==> src/rtl/tnn_neuron_scheduler.sv <==
// ---------------------------------------------------------------------------
// tnn_neuron_scheduler
//
// Shares one serial neuron unit between NREQ requesters. A round-robin
// arbiter picks a requester in IDLE. Its six W-bit operands a..f are then
// accumulated one per cycle: a, b into pos_acc and c..f into neg_acc. The
// strict comparison pos_acc > neg_acc is returned with the requester index.
//
// Ports
//   clk         rising-edge clock
//   rst         asynchronous active-high reset
//   req_valid   per-requester evaluation request
//   req_ready   per-requester grant, one-hot or zero, only in IDLE
//   req_data    requester i owns [i*6W +: 6W], operands a..f LSB first
//   resp_valid  result available (RESP state)
//   resp_ready  consumer accepts result
//   resp_id     index of the requester owning the result
//   resp_out    neuron decision bit
//   busy        high in every state except IDLE
// ---------------------------------------------------------------------------
module tnn_neuron_scheduler #(
   parameter int unsigned NREQ = 4,
   parameter int unsigned W    = 3
) (
   input  logic                    clk,
   input  logic                    rst,
   input  logic [NREQ-1:0]         req_valid,
   output logic [NREQ-1:0]         req_ready,
   input  logic [NREQ*6*W-1:0]     req_data,
   output logic                    resp_valid,
   input  logic                    resp_ready,
   output logic [$clog2(NREQ)-1:0] resp_id,
   output logic                    resp_out,
   output logic                    busy
);

   localparam int unsigned IdW = $clog2(NREQ);
   localparam int unsigned DW  = 6 * W;

   typedef enum logic [1:0] {StIdle, StAccum, StCmp, StResp} state_e;

   state_e         state_q, state_d;
   logic [2:0]     cnt_q, cnt_d;
   logic [IdW-1:0] ptr_q, ptr_d;
   logic [IdW-1:0] id_q, id_d;
   logic [DW-1:0]  data_q, data_d;
   logic [W:0]     pos_q, pos_d;
   logic [W+1:0]   neg_q, neg_d;
   logic [IdW-1:0] rid_q, rid_d;
   logic           rout_q, rout_d;

   logic [NREQ-1:0] grant;
   logic [IdW-1:0]  grant_idx;
   logic            grant_vld;
   logic [W-1:0]    op;

   // Round-robin search upward from ptr_q with wrap-around.
   always_comb begin
      grant     = '0;
      grant_idx = '0;
      grant_vld = 1'b0;
      for (int unsigned k = 0; k < NREQ; k++) begin
         int unsigned idx;
         idx = 32'(ptr_q) + k;
         if (idx >= NREQ) idx = idx - NREQ;
         if (!grant_vld && req_valid[idx]) begin
            grant_vld = 1'b1;
            grant_idx = IdW'(idx);
         end
      end
      if (grant_vld) grant[grant_idx] = 1'b1;
   end

   // Grant is only visible in IDLE and is forced low while rst is held.
   assign req_ready  = (state_q == StIdle && !rst) ? grant : '0;
   assign busy       = (state_q != StIdle);
   assign resp_valid = (state_q == StResp);
   assign resp_id    = rid_q;
   assign resp_out   = rout_q;

   always_comb begin
      state_d = state_q;
      cnt_d   = cnt_q;
      ptr_d   = ptr_q;
      id_d    = id_q;
      data_d  = data_q;
      pos_d   = pos_q;
      neg_d   = neg_q;
      rid_d   = rid_q;
      rout_d  = rout_q;
      op      = data_q[cnt_q*W +: W];

      case (state_q)
         StIdle: begin
            if (grant_vld) begin
               data_d  = req_data[grant_idx*DW +: DW];
               id_d    = grant_idx;
               ptr_d   = (grant_idx == IdW'(NREQ - 1)) ? '0 : grant_idx + IdW'(1);
               pos_d   = '0;
               neg_d   = '0;
               cnt_d   = '0;
               state_d = StAccum;
            end
         end
         StAccum: begin
            // Operands a, b feed the positive side; c..f the negative side.
            if (cnt_q < 3'd2) pos_d = pos_q + {1'b0, op};
            else              neg_d = neg_q + {2'b00, op};
            if (cnt_q == 3'd5) state_d = StCmp;
            else               cnt_d   = cnt_q + 3'd1;
         end
         StCmp: begin
            rout_d  = ({1'b0, pos_q} > neg_q);
            rid_d   = id_q;
            state_d = StResp;
         end
         StResp: begin
            if (resp_ready) state_d = StIdle;
         end
         default: state_d = StIdle;
      endcase
   end

   always_ff @(posedge clk or posedge rst) begin
      if (rst) begin
         state_q <= StIdle;
         cnt_q   <= '0;
         ptr_q   <= '0;
         id_q    <= '0;
         data_q  <= '0;
         pos_q   <= '0;
         neg_q   <= '0;
         rid_q   <= '0;
         rout_q  <= 1'b0;
      end else begin
         state_q <= state_d;
         cnt_q   <= cnt_d;
         ptr_q   <= ptr_d;
         id_q    <= id_d;
         data_q  <= data_d;
         pos_q   <= pos_d;
         neg_q   <= neg_d;
         rid_q   <= rid_d;
         rout_q  <= rout_d;
      end
   end

endmodule

==> config.mk <==
export PLATFORM = sky130hd
export DESIGN_NAME = tnn_neuron_scheduler
export DESIGN_NICKNAME = d
export VERILOG_FILES = /design/src/rtl/tnn_neuron_scheduler.sv
export SDC_FILE = /design/constraint.sdc
export NUM_CORES = 1
export LEC_CHECK = 0
export BUFFER_PORTS_ARGS = -buffer_cell sky130_fd_sc_hd__buf_2
export CAP_MARGIN = 20
export CORE_MARGIN = 4
export CORE_UTILIZATION = 56
export DETAILED_ROUTE_END_ITERATION = 8
export PLACE_DENSITY = 0.91
export SKIP_LAST_GASP = 1
export SLEW_MARGIN = 20
export SYNTH_ARGS = -nofsm -noshare
export SYNTH_HDL_FRONTEND = slang
export SYNTH_SLANG_ARGS = --single-unit
==> constraint.sdc <==
create_clock -name clk -period 3.9 [get_ports clk]
set_clock_uncertainty 0.2 [all_clocks]
set_input_delay 0.195 -clock clk [delete_from_list [all_inputs] [get_ports clk]]
set_output_delay 0.195 -clock clk [all_outputs]
set_load 0.005 [all_outputs]
Word level (Yosys, flattened, before mapping). Index checks and enable logic that the tools add are counted.

Flip-flop bits (word level): 39. Bits of input ports: 79. Output and inout bits: 9. Word-level logic and storage cells: 102.

Add/subtract/negate cells: 11. Multipliers: 2. Magnitude comparators: 12. Equality and inequality tests: 11. Shift operators: 2. Multiplexer cells: 38. Reductions and logical operators: 17.

Operators by type and width (count): < comparator 32 x 3 -> 1 bit (second input constant) (4); 2-to-1 mux 32 bit (4); variable part select 72 x 8 -> 18 bit (1); variable part select 18 x 6 -> 3 bit (1); 2-to-1 mux 2 bit (8); 2-to-1 mux 4 bit (4); AND reduction 3 bit (4); subtractor 3 x 3 -> 4 bit (second input constant) (3); 2-to-1 mux 5 bit (2); inequality test 2 bit (second input constant) (5); case mux 5 bit (2 select lines) (1); greater-or-equal comparator 3 bit (second input constant) (3); 2-to-1 mux 1 bit (9); binary-select mux 1 bit (select 2 bit) (4); case mux 2 bit (4 select lines) (1); case mux 4 bit (2 select lines) (1); adder 2 x 2 -> 3 bit (second input constant) (2); == test 2 bit (second input constant) (3); multiplier 2 x 4 -> 6 bit (second input constant) (1); 2-to-1 mux 3 bit (2); case mux 3 bit (2 select lines) (1); adder 5 x 3 -> 5 bit (1); greater-than comparator 4 x 5 -> 1 bit (1); logical AND 1 bit (5); other kinds (18) (22).

Longest topological paths before layout.
Depth after elaboration: 20. Mapped depth: 11. Gate-level depth less buffers: 10.

Least setup slack after synthesis. Ideal clock, no wire load.

Path kind: reg-to-reg. From: register cnt_q[0]. To: register pos_q[3]. Setup time: 126 ps. Data arrival time: 2221 ps. Required time: 3574 ps. Slack: 1353 ps. Stages on the path, launching flop included: 12. Buffers on the path: 1. Period minus slack after synthesis: 2547 ps. Path through: dfrtp_1 -> clkbuf_1 -> mux2_2 -> nand2_1 -> o221a_2 -> inv_1 -> ha_1 -> a21oi_1 -> nor2b_1 -> o21ai_1 -> xor2_1 -> nor2_1.

Word-level cells in the longest chain between the ends: 5. Elaborated cells between the ends (all ways): 8. Classes of those cells: add/sub (1); mul (1); order compare (1); eq/ne (1); shift (1); mux (2); reduce/logical (1).

RTL lines: start: declaration (line 43) `logic [2:0] cnt_q, cnt_d;`; start signal: assignment (line 137) `cnt_q <= cnt_d;`; multiplier 3 x 2 -> 5 bit (line 91) `op = data_q[cnt_q*W +: W];`; variable part select 18 x 6 -> 3 bit (line 91); adder 4 x 3 -> 4 bit (line 107) `if (cnt_q < 3'd2) pos_d = pos_q + {1'b0, op};`; 2-to-1 mux 4 bit (line 107); case mux 4 bit (2 select lines) (line 93) `case (state_q)`; end signal: assignment (line 141) `pos_q <= pos_d;`; end: declaration (line 47) `logic [W:0] pos_q, pos_d;`.

Several ways; a longest one is shown, not always the timed one. The select of a mux whose other input is x is not followed. A chain may end at the register's enable or synchronous reset.

Worst setup path in the final report.
From: register ptr_q[0]. To: register data_q[14].

Word-level cells in the longest chain between the ends: 16. Elaborated cells between the ends (all ways): 40. Classes of those cells: add/sub (7); mul (1); order compare (4); shift (1); mux (20); reduce/logical (7).

RTL lines: start: declaration (line 44) `logic [IdW-1:0] ptr_q, ptr_d;`; start signal: assignment (line 138) `ptr_q <= ptr_d;`; branches (longest 16 deep; another with subtractor 3 x 3 -> 4 bit); end signal: assignment (line 140) `data_q <= data_d;`; end: declaration (line 46) `logic [DW-1:0] data_q, data_d;`.

Several ways; the timed one is not identified. The select of a mux whose other input is x is not followed.

==> flow_summary.json <==
{
  "cp_slowest_cell": "sky130_fd_sc_hd__dlygate4sd3_1",
  "synth_top_flop_cell": "sky130_fd_sc_hd__dfrtp_1",
  "dieArea_um2": 6380,
  "synth_area_per_cell_um2": 9.87,
  "finish.utilization_pct": 73.4,
  "ant_nets": 0,
  "worstSetupEndpointType": "flip-flop",
  "port_buffers": 87,
  "min_path_type": "in2reg",
  "layout.area.seq_um2": 976,
  "worst_hold_slack_ns": 0.00747,
  "synth_cells": 293,
  "cts_post_setup_buffers_inserted": 0,
  "die_y_um": 79.9,
  "power_per_unit_of_standard_cell_area_nw_per_um2": 754,
  "syn_to_final_growth_pct": 23.0,
  "regToRegEndpoint": "data_q[14]$_DFFE_PP0P_",
  "cts_sinks": 39,
  "crit-reg2reg-launch": "ptr_q[0]$_DFFE_PP0P_",
  "r2r_setup_slack_ns": 0.91,
  "number_of_enable_flip_flop_cells_after_synthesis": 0,
  "clk_root_buffer_cell": "sky130_fd_sc_hd__clkbuf_8",
  "antenna_cells_inserted": 0,
  "asyncSetResetFlopFracSynth_pct": 100,
  "r2r.worst_path.cells": 8,
  "grt_pass1_vias": 2782,
  "grtUsageTotal_pct": 25.4,
  "die_x_um": 79.9,
  "drc_errors": 0,
  "arrival_ns": 2.94,
  "holdPathEnd": "data_q[5]$_DFFE_PP0P_",
  "p_leak_uw": 0.00169,
  "n_fill_cell": 333,
  "design.final.nets": 488,
  "finalWeightedCongestion": 0.863,
  "synth.cell_area_um2": 2890,
  "finalMaxSlewViolations": 0,
  "initial_utilization_pct": 59.7,
  "synth_cell_types": 48,
  "setup.worst_path.class": "reg2reg",
  "period_needed_ns": 2.99,
  "core-area_um2": 4850,
  "cp_slowest_stage_delay_ns": 0.57,
  "cp-start-kind": "flip-flop",
  "detail_route.wirelength_um": 7710,
  "multi_input_comb_area_um2": 1740,
  "setup-violations-final": 0,
  "design_power_total_uw": 2680,
  "ir_worst_vdd_mv": 0.563,
  "via_per_inst": 5.89,
  "synthesis.yosys.warnings": 0,
  "cts_max_level": 2,
  "number_of_hold_violations_in_the_final_report": 0,
  "cts_tree": "yes",
  "setup-tns-final_ns": 0,
  "first_iter_violations": 197,
  "rsz0062_at_grt": "no",
  "worst_hold_depth": 3,
  "clkLatencyLatePin_ns": 0.30,
  "final_design_area_no_fill_um2": 3560,
  "post_dp_cell_area_um2": 3340,
  "routed-via-count": 2675,
  "max-clock-path-buffers": 2,
  "row_count": 25,
  "timing.slew.headroom_pct": 64.3,
  "cts.reportedPaths.clkPinSlew_ns": 0.08,
  "worst-slew-pin-transition_ns": 0.536,
  "ys_seq_elements": 39,
  "maxClockFrequency_mhz": 335,
  "max_cap_violations": 0,
  "detail_route.wl_per_cell_um": 17.0,
  "critical_path_cell_by_cell": "and2b_1 -> nor4b_2 -> buf_4 -> or2_1 -> inv_4 -> mux2i_1 -> dlygate4sd3_1 -> o22ai_1",
  "seq_area_frac_synth_pct": 33.7,
  "cts_buffers": 5,
  "grt_first_pass_wirelength_um": 12700,
  "antenna_found_initial": 0,
  "timing.critical_path.required_ns": 3.86,
  "grt_start_max_net_pins": 44,
  "final_min_period_over_clock_period_pct": 76.6,
  "grt.overflow.total": 0,
  "cp_max_fo": 38,
  "drtPass1Iterations": 5,
  "hold_path_startpoint": "req_data[59]",
  "syn-num-nets": 395,
  "ios": 88,
  "ratio_of_cells_with_drive_above_1_in_the_final_layout_pct": 32.6,
  "dpl.hpwl_um": 5410,
  "run_status": "finished, final reports clean"
}
what timing repair did:
action | in CTS | in global routing
hold endpoints to repair | 45 | 0
endpoints found under the setup margin | 0 | 0
gates resized for setup | 0 | 0
hold buffers | 12 | 0
cells in the mapped netlist, types with 2 or more instances:
library cell,instances,area [µm²]
sky130_fd_sc_hd__a211oi_1,8,60.1
sky130_fd_sc_hd__a211oi_2,13,163
sky130_fd_sc_hd__a21oi_1,6,30.0
sky130_fd_sc_hd__a31o_1,2,17.5
sky130_fd_sc_hd__and3_1,4,25.0
sky130_fd_sc_hd__buf_2,7,35.0
sky130_fd_sc_hd__buf_4,2,15.0
sky130_fd_sc_hd__buf_6,4,45.0
sky130_fd_sc_hd__clkbuf_1,6,22.5
sky130_fd_sc_hd__dfrtp_1,39,976
sky130_fd_sc_hd__fa_1,2,40.0
sky130_fd_sc_hd__ha_1,21,263
sky130_fd_sc_hd__inv_1,15,56.3
sky130_fd_sc_hd__mux2_2,5,56.3
sky130_fd_sc_hd__mux2i_1,24,240
sky130_fd_sc_hd__nand2_1,14,52.6
sky130_fd_sc_hd__nand2b_1,3,18.8
sky130_fd_sc_hd__nand3_1,5,25.0
sky130_fd_sc_hd__nor2_1,10,37.5
sky130_fd_sc_hd__nor2b_1,8,50.1
sky130_fd_sc_hd__nor3b_1,2,15.0
sky130_fd_sc_hd__o21a_1,19,143
sky130_fd_sc_hd__o21ai_0,13,65.1
sky130_fd_sc_hd__o21ai_1,15,75.1
sky130_fd_sc_hd__o221ai_1,2,17.5
sky130_fd_sc_hd__o22ai_1,19,119
sky130_fd_sc_hd__xnor2_1,2,17.5
sky130_fd_sc_hd__xor2_1,3,26.3
how the worst max path moves through the flow:
| stage | startpoint | to | slack [ns] | cells after the start |
|---|---|---|---|---|
| finish | ptr_q[0]$_DFFE_PP0P_ | data_q[14]$_DFFE_PP0P_ | 0.91 | 8 |
| global route | ptr_q[0]$_DFFE_PP0P_ | data_q[16]$_DFFE_PP0P_ | 0.73 | 8 |
| CTS | ptr_q[0]$_DFFE_PP0P_ | data_q[7]$_DFFE_PP0P_ | 0.94 | 8 |
| detailed placement | cnt_q[0]$_DFFE_PP0P_ | pos_q[3]$_DFFE_PP0P_ | 1.28 | 10 |
| global placement | cnt_q[0]$_DFFE_PP0P_ | neg_q[4]$_DFFE_PP0P_ | 1.33 | 9 |
| floorplan | cnt_q[0]$_DFFE_PP0P_ | pos_q[3]$_DFFE_PP0P_ | 1.35 | 11 |
power by group:
part / leakage [µW] / internal (µW) / switching, µW
clock network: 0.0000477 / 122 / 147
logic: 0.00116 / 727 / 943
registers: 0.000483 / 598 / 145
total: 0.00169 / 1450 / 1240
per-stage QoR:
step | instances | setup WS (ns)
after floorplan | 293 | 1.35
final | 454 | 0.914
after CTS | 453 | 0.940
after detailed placement | 433 | 1.28
after global routing | 454 | 0.730
after global placement | 433 | 1.33
logic make-up after synthesis:
group           count (synthesis)  share of synthesized area, %
mux                            29                          10.3
buf+inv                        36                          6.36
compound gates                106                          26.8
flops                          39                          33.7
simple gates                   55                          10.9
xor+xnor                        5                          1.51
fa+ha+maj                      23                          10.5
layout by cell type, fill, tap and decap left out, types with 2 or more instances in the layout:
master | synthesis | routed
sky130_fd_sc_hd__a31o_1 | 2 | 2
sky130_fd_sc_hd__nor2b_1 | 8 | 8
sky130_fd_sc_hd__and3_1 | 4 | 4
sky130_fd_sc_hd__buf_4 | 2 | 5
sky130_fd_sc_hd__ha_1 | 21 | 21
sky130_fd_sc_hd__o21ai_0 | 13 | 13
sky130_fd_sc_hd__fa_1 | 2 | 2
sky130_fd_sc_hd__nand2b_1 | 3 | 3
sky130_fd_sc_hd__xnor2_1 | 2 | 2
sky130_fd_sc_hd__a211oi_2 | 13 | 13
sky130_fd_sc_hd__a211oi_1 | 8 | 8
sky130_fd_sc_hd__nand2_1 | 14 | 14
sky130_fd_sc_hd__buf_2 | 7 | 87
sky130_fd_sc_hd__nor3b_1 | 2 | 2
sky130_fd_sc_hd__dlygate4sd3_1 | 0 | 12
sky130_fd_sc_hd__o22ai_1 | 19 | 19
sky130_fd_sc_hd__o221ai_1 | 2 | 2
sky130_fd_sc_hd__dfrtp_1 | 39 | 39
sky130_fd_sc_hd__o21ai_1 | 15 | 15
sky130_fd_sc_hd__mux2i_1 | 24 | 24
sky130_fd_sc_hd__xor2_1 | 3 | 3
sky130_fd_sc_hd__nand3_1 | 5 | 5
sky130_fd_sc_hd__inv_1 | 15 | 15
sky130_fd_sc_hd__nor2_1 | 10 | 10
sky130_fd_sc_hd__mux2_2 | 5 | 5
sky130_fd_sc_hd__clkinv_2 | 0 | 3
sky130_fd_sc_hd__o21a_1 | 19 | 19
sky130_fd_sc_hd__a21oi_1 | 6 | 6
sky130_fd_sc_hd__clkbuf_8 | 0 | 5
routing by layer:
metal | share of wire [%] | routed length, µm | global-route usage [%] | vias up
li1 | - | - | - | 1270
met1 | 41 | 3130 | 30.9 | 1273
met2 | 51 | 3930 | 42.8 | 111
met3 | 5.8 | 445 | 5.53 | 21
met4 | 2.6 | 199 | 11.5 | 0
met5 | 0 | 0 | 0 | -
critical path, delay by kind of cell (launching register included):
family                 cells  cell delay (ns)
AOI/OAI and AO/OA          1             0.08
buffers and inverters      3             1.21
DFF                        1             0.40
muxes                      1             0.25
and+or+nand+nor            3             0.70
registers in the layout (all words and copies together) (netlist names):
register	count
cnt_q	3
data_q	18
id_q	2
neg_q	5
pos_q	4
ptr_q	2
resp_id	2
resp_out	1
state_q	2
area by class of cell:
class,count,area share (%)
Tap cell,67,2.36
Multi-Input combinational cell,218,49.0
Clock inverter,3,0.422
Inverter,17,1.86
Sequential cell,39,27.4
Timing Repair Buffer,105,17.0
Clock buffer,5,1.93
No activity file was read; power rests on OpenSTA's default activity.
